<file path="config.mk">
export PLATFORM = sky130hd
export DESIGN_NAME = instr_fetch
export DESIGN_NICKNAME = d
export VERILOG_FILES = /design/src/rtl/instr_fetch_pkg.sv /design/src/rtl/fetch_fifo.sv /design/src/rtl/instr_fetch.sv
export SDC_FILE = /design/constraint.sdc
export NUM_CORES = 1
export LEC_CHECK = 0
export ABC_AREA = 0
export CAP_MARGIN = 20
export CELL_PAD_IN_SITES_DETAIL_PLACEMENT = 2
export CELL_PAD_IN_SITES_GLOBAL_PLACEMENT = 2
export CORE_ASPECT_RATIO = 0.5
export CORE_MARGIN = 4
export CORE_UTILIZATION = 39
export DETAILED_ROUTE_END_ITERATION = 8
export PLACE_DENSITY = 0.95
export SYNTH_ARGS = -nofsm -noshare
export SYNTH_HDL_FRONTEND = slang
export SYNTH_SLANG_ARGS = --single-unit
</file>
<file path="constraint.sdc">
create_clock -name clk -period 14.9 [get_ports clk]
set_clock_uncertainty 0.05 [all_clocks]
set_input_delay 2.98 -clock clk [delete_from_list [all_inputs] [get_ports clk]]
set_output_delay 2.98 -clock clk [all_outputs]
set_load 0.05 [all_outputs]
</file>
<file path="src/rtl/instr_fetch_pkg.sv">
// rtl/instr_fetch_pkg.sv - shared types and constants for the instruction fetch stage
package instr_fetch_pkg;

  localparam logic [31:0] NOP_INST    = 32'h0000_0013;
  localparam int          FETCH_DEPTH = 2;

  typedef struct packed {
    logic [31:0] pc;
    logic [31:0] instr;
  } fetch_entry_t;

endpackage

</file>
<file path="src/rtl/fetch_fifo.sv">
// rtl/fetch_fifo.sv - two-entry synchronous FIFO with flush
module fetch_fifo
  import instr_fetch_pkg::*;
#(
  parameter int W = 64
) (
  input  logic         clk,
  input  logic         rst,
  input  logic         push,
  input  logic         pop,
  input  logic         flush,
  input  logic [W-1:0] wdata,
  output logic [W-1:0] rdata,
  output logic         full,
  output logic         empty,
  output logic [1:0]   count
);

  logic [W-1:0] mem [FETCH_DEPTH];
  logic         wr_ptr;
  logic         rd_ptr;
  logic         do_push;
  logic         do_pop;

  // A pop frees the head slot, so a push is still accepted when full in the same cycle
  always_comb begin
    full    = (count == 2'(FETCH_DEPTH));
    empty   = (count == 2'd0);
    do_pop  = pop && !empty;
    do_push = push && (!full || do_pop);
    rdata   = mem[rd_ptr];
  end

  // Storage array; contents are only meaningful under count, so no reset needed
  always_ff @(posedge clk) begin
    if (do_push) begin
      mem[wr_ptr] <= wdata;
    end
  end

  // Pointer and occupancy bookkeeping; flush discards everything including a same-cycle push
  always_ff @(posedge clk) begin
    if (rst || flush) begin
      wr_ptr <= 1'b0;
      rd_ptr <= 1'b0;
      count  <= 2'd0;
    end else begin
      if (do_push) begin
        wr_ptr <= ~wr_ptr;
      end
      if (do_pop) begin
        rd_ptr <= ~rd_ptr;
      end
      case ({do_push, do_pop})
        2'b10:   count <= count + 2'd1;
        2'b01:   count <= count - 2'd1;
        default: count <= count;
      endcase
    end
  end

endmodule

</file>
<file path="src/rtl/instr_fetch.sv">
// rtl/instr_fetch.sv - program counter, imem request/response handling and decode buffer
module instr_fetch
  import instr_fetch_pkg::*;
#(
  parameter logic [31:0] RESET_PC = 32'h0000_0000,
  parameter int          DEPTH    = 2
) (
  input  logic        clk,
  input  logic        rst,
  output logic        imem_req_valid,
  input  logic        imem_req_ready,
  output logic [31:0] imem_req_addr,
  input  logic        imem_rsp_valid,
  input  logic [31:0] imem_rsp_data,
  output logic        inst_valid,
  input  logic        inst_ready,
  output logic [31:0] instruction,
  output logic [31:0] inst_pc,
  input  logic        redirect_valid,
  input  logic [31:0] redirect_pc
);

  logic [31:0]  pc_q;
  logic [1:0]   drop_cnt;
  logic [1:0]   out_cnt;
  logic [1:0]   fifo_count;
  logic         tag_full;
  logic         tag_empty;
  logic [31:0]  tag_head;
  logic         fifo_full;
  logic         fifo_empty;
  logic [63:0]  fifo_rdata;
  fetch_entry_t head;
  fetch_entry_t push_entry;
  logic         rsp_fire;
  logic         pop_fire;
  logic         req_fire;
  logic         drop_now;
  logic         fifo_push;
  logic         fifo_pop;
  logic [2:0]   credit;

  // Handshake decode; the request is granted a slot when buffered plus live in-flight
  // words (after this cycle's pop) leave room, and the tag queue has space or frees one now
  always_comb begin
    rsp_fire       = imem_rsp_valid && !tag_empty;
    inst_valid     = !rst && !fifo_empty;
    pop_fire       = inst_valid && inst_ready;
    credit         = {1'b0, fifo_count} + {1'b0, out_cnt} - {1'b0, drop_cnt} - {2'b00, pop_fire};
    imem_req_valid = !rst && !redirect_valid && (credit < 3'(DEPTH)) && (!tag_full || rsp_fire);
    imem_req_addr  = pc_q;
    req_fire       = imem_req_valid && imem_req_ready;
    drop_now       = rsp_fire && (drop_cnt != 2'd0);
    fifo_pop       = pop_fire && !redirect_valid;
    fifo_push      = rsp_fire && !drop_now && !redirect_valid && (!fifo_full || fifo_pop);
    push_entry     = '{pc: tag_head, instr: imem_rsp_data};
    head           = fetch_entry_t'(fifo_rdata);
  end

  // Decode-facing outputs show a NOP at the reset PC whenever nothing valid is buffered
  always_comb begin
    if (rst || fifo_empty) begin
      instruction = NOP_INST;
      inst_pc     = RESET_PC;
    end else begin
      instruction = head.instr;
      inst_pc     = head.pc;
    end
  end

  // Program counter: reset, redirect target (word aligned), or advance on accept
  always_ff @(posedge clk) begin
    if (rst) begin
      pc_q <= RESET_PC;
    end else if (redirect_valid) begin
      pc_q <= redirect_pc & ~32'h3;
    end else if (req_fire) begin
      pc_q <= pc_q + 32'd4;
    end
  end

  // Stale-response counter: a redirect marks every request still in flight as stale
  always_ff @(posedge clk) begin
    if (rst) begin
      drop_cnt <= 2'd0;
    end else if (redirect_valid) begin
      drop_cnt <= out_cnt - {1'b0, rsp_fire};
    end else if (drop_now) begin
      drop_cnt <= drop_cnt - 2'd1;
    end
  end

  // Address tags of issued requests; its occupancy is the outstanding-request count
  fetch_fifo #(.W(32)) u_tag_q (
    .clk   (clk),
    .rst   (rst),
    .push  (req_fire),
    .pop   (rsp_fire),
    .flush (1'b0),
    .wdata (pc_q),
    .rdata (tag_head),
    .full  (tag_full),
    .empty (tag_empty),
    .count (out_cnt)
  );

  // Fetched {pc, instr} entries awaiting decode
  fetch_fifo #(.W($bits(fetch_entry_t))) u_out_q (
    .clk   (clk),
    .rst   (rst),
    .push  (fifo_push),
    .pop   (fifo_pop),
    .flush (redirect_valid),
    .wdata (push_entry),
    .rdata (fifo_rdata),
    .full  (fifo_full),
    .empty (fifo_empty),
    .count (fifo_count)
  );

endmodule

</file>
==> results.yml <==
outcome:
  status: "complete, no violations"
yosys:
  synth_cells: 673
  syn_area_um2: 9290
  synth_warnings: 0
  yosysTopAreaCell: "edfxtp_1"
  synth_ff_type: "edfxtp_1"
  syn_area_per_cell_um2: 13.8
  yosysSeqAreaShare: 0.686
  synth.ff_latch_count: 226
  synth.area.top_cells: "edfxtp_1 60%, dfxtp_1 9.1%, mux2i_1 6.8%"
  synth_cell_type_count: 54
  ys_async_sr_fraction: 0
  synth_top_area_share: 0.595
  synth_edf_count: 184
run:
  maxCapViolCount: 0
cts:
  clk_pin_slew_worst_paths_ps: 60
  cts_setup_buffers: 0
  cts_tree: "done"
  cts_resized: 0
  root_buffer: "clkbuf_16"
  hold_buffers: 0
  h-tree-depth: 1
  clock-sinks: 226
  clockBufferDepth: 3
  clock_latency_ps: 510
  cts-buffers-inserted: 21
routing:
  vias: 6602
  first_pass_iters: 5
  m1WireLength_mm: 13.8
  dr_wl_met2_mm: 17.9
  wl_per_cell_um: 30.1
  ant_nets: 0
  routed.top_layer: "met5"
  drcViolationCount: 0
  met3_length_mm: 1.61
  wl_mm: 34.9
  vias_per_cell: 5.70
  drtIter0Drc: 689
power_and_ir_drop:
  clkPwrFrac: 0.351
  switching_share: 0.273
  p_sw_mw: 0.404
  p_per_area_nw_per_um2: 124
  ir_worst_vdd_mv: 0.0562
  p_leak_nw: 3.75
  p_comb_frac: 0.140
  p_seq_frac: 0.509
  intPower_mw: 1.08
finish:
  final_cell_area_um2: 11900
  area_growth_pct: 28.2
  fin_nets: 916
  final_layout_size_suffix_gt1_frac: 0.0975
  layout.cells.non_filler: 1158
  antenna_cells: 0
grt:
  grtUsageTotal: 0.260
  antenna_found_initial: 1
  grt_first_pass_wirelength_mm: 50.9
  grt_overflow_total: 0
  grt_max_degree: 63
  grt_pass1_vias: 7263
setup_path:
  critical_path_arrival_ps: 7590
  worst-setup-path-type: "in2out"
  required_ps: 11870
  crit_fanout: 38
  cp-end-kind: "output port"
  cp-start-kind: "input port"
placement:
  portBuffers: 161
  gp_congestion: 0.814
  dpl_cell_area_um2: 11300
  place_inst: 1120
  hpwlAfterDp_mm: 21.6
floorplan:
  initial_core_util: 0.401
  rows: 39
  die_w_um: 226
  ios: 168
  die-area_um2: 26500
  core_area_um2: 23100
  dieHeight_um: 117
timing:
  setup_violations: 0
  finalMaxSlewViolations: 0
  post-route-min-period_ps: 10620
  fmax_mhz: 94.1
  min_period_over_period: 0.713
  rsz0062_at_grt: "false"
  slew_headroom: 0.316
  tightest_slew_ps: 1020
  fin_tns_setup_ps: 0
  hold_viol: 0
min_path:
  hold_class: "reg2reg"
layout by cell type (no fill, tap or decap), types with 7 or more instances in the layout:
cell type        count
nand3_1             17
nand4_1             15
dfxtp_1             41
a21oi_1             15
edfxtp_1           184
xor2_1               9
o21ai_0             12
a31oi_1             16
mux2_2              31
mux2i_1             63
and2_1               7
inv_1               20
buf_4               10
clkdlybuf4s50_1    161
nor2_1              89
clkbuf_1             7
nand2_1             36
clkbuf_16           21
final timing paths:
path                                  from                           end  slack (ps)  depth (start not counted)
min            u_out_q.rd_ptr$_SDFFE_PP0P_   u_out_q.rd_ptr$_SDFFE_PP0P_         500                          2
max                                    rst                imem_req_valid        4280                         14
max reg2reg  u_out_q.count[0]$_SDFFE_PP0P_  u_tag_q.mem[0][24]$_DFFE_PP_        9200                         14
min reg2reg    u_out_q.rd_ptr$_SDFFE_PP0P_   u_out_q.rd_ptr$_SDFFE_PP0P_         500                          2
layer usage:
metal | GRT usage | vias to the layer above
li1 | - | 2817
met1 | 0.315 | 3430
met2 | 0.470 | 259
met3 | 0.0421 | 94
met4 | 0.110 | 2
met5 | 0 | -
through the flow:
step	hold slack, ps	power [mW]	worst slack [ps]	utilization
floorplan	422	0.876	4670	-
global placement	433	0.939	4530	0.487
detailed placement	461	0.964	4310	0.487
CTS	495	1.49	4280	0.513
global route	538	1.53	4140	0.515
finish	497	1.48	4280	0.515
layout make-up:
cell class                 instances  area [µm²]
clock inverter                     6        28.8
timing repair buffer             172        1710
sequential                       226        6370
tap                              307         384
multi-input combinational        395        2730
inverter                          21        78.8
clock buffer                      31         593
fill                            2138       11200
power groups by stage:
| stage | registers, mW | logic [mW] | clock network, mW |
|---|---|---|---|
| after floorplan | 0.772 | 0.105 | 0 |
| after global placement | 0.757 | 0.181 | 0 |
| after detailed placement | 0.764 | 0.200 | 0 |
| after CTS | 0.753 | 0.209 | 0.526 |
| after global routing | 0.756 | 0.220 | 0.551 |
| final | 0.754 | 0.207 | 0.519 |
synth_stat cells, types with 3 or more instances:
cell and instances:
or4_1 4, dfxtp_1 42, xnor2_1 6, a31oi_1 16, mux2_2 31, a21oi_1 15
nand3_1 17, nand4_1 15, inv_1 20, nand2_1 36, ha_1 5, fa_1 4
and2_1 7, or3_1 6, xor2_1 9, o22ai_1 4, mux2i_1 63, and3_1 3
buf_2 3, buf_1 8, edfxtp_1 184, clkbuf_1 19, nor3_1 6, buf_4 4
o21ai_0 12, nor2_1 92, o211ai_1 5
worst max-delay path, cell delays in order:
cell,delay [ps]
clkdlybuf4s50_1,460
buf_4,420
inv_1,250
o21ai_4,140
inv_1,190
nand2_1,300
fa_1,500
inv_1,90
fa_1,390
nand2b_1,160
fa_1,480
inv_1,80
nor4_1,290
clkdlybuf4s50_1,850
sequential cells by signal, indices dropped and copies added (netlist names), 2 cells and up, named ones only:
signal and cells:
u_tag_q.mem 60, imem_req_addr 30, u_out_q.mem 124, u_tag_q.count 2, u_out_q.count 2, drop_cnt 2
cells by family (layout without fill, tap and decap cells):
group / count (synthesis) / in the layout / share of synthesized area
DFF: 226 / 226 / 0.686
and+or+nand+nor: 200 / 200 / 0.103
buffers and inverters: 55 / 230 / 0.0243
muxes: 95 / 95 / 0.107
AOI/OAI and AO/OA: 72 / 72 / 0.0500
other: 1 / 4 / 0.000404
xor gates and xnor gates: 15 / 15 / 0.0141
adders and majority gates: 9 / 9 / 0.0154
Note: power is estimated with default switching activity, not from simulation.
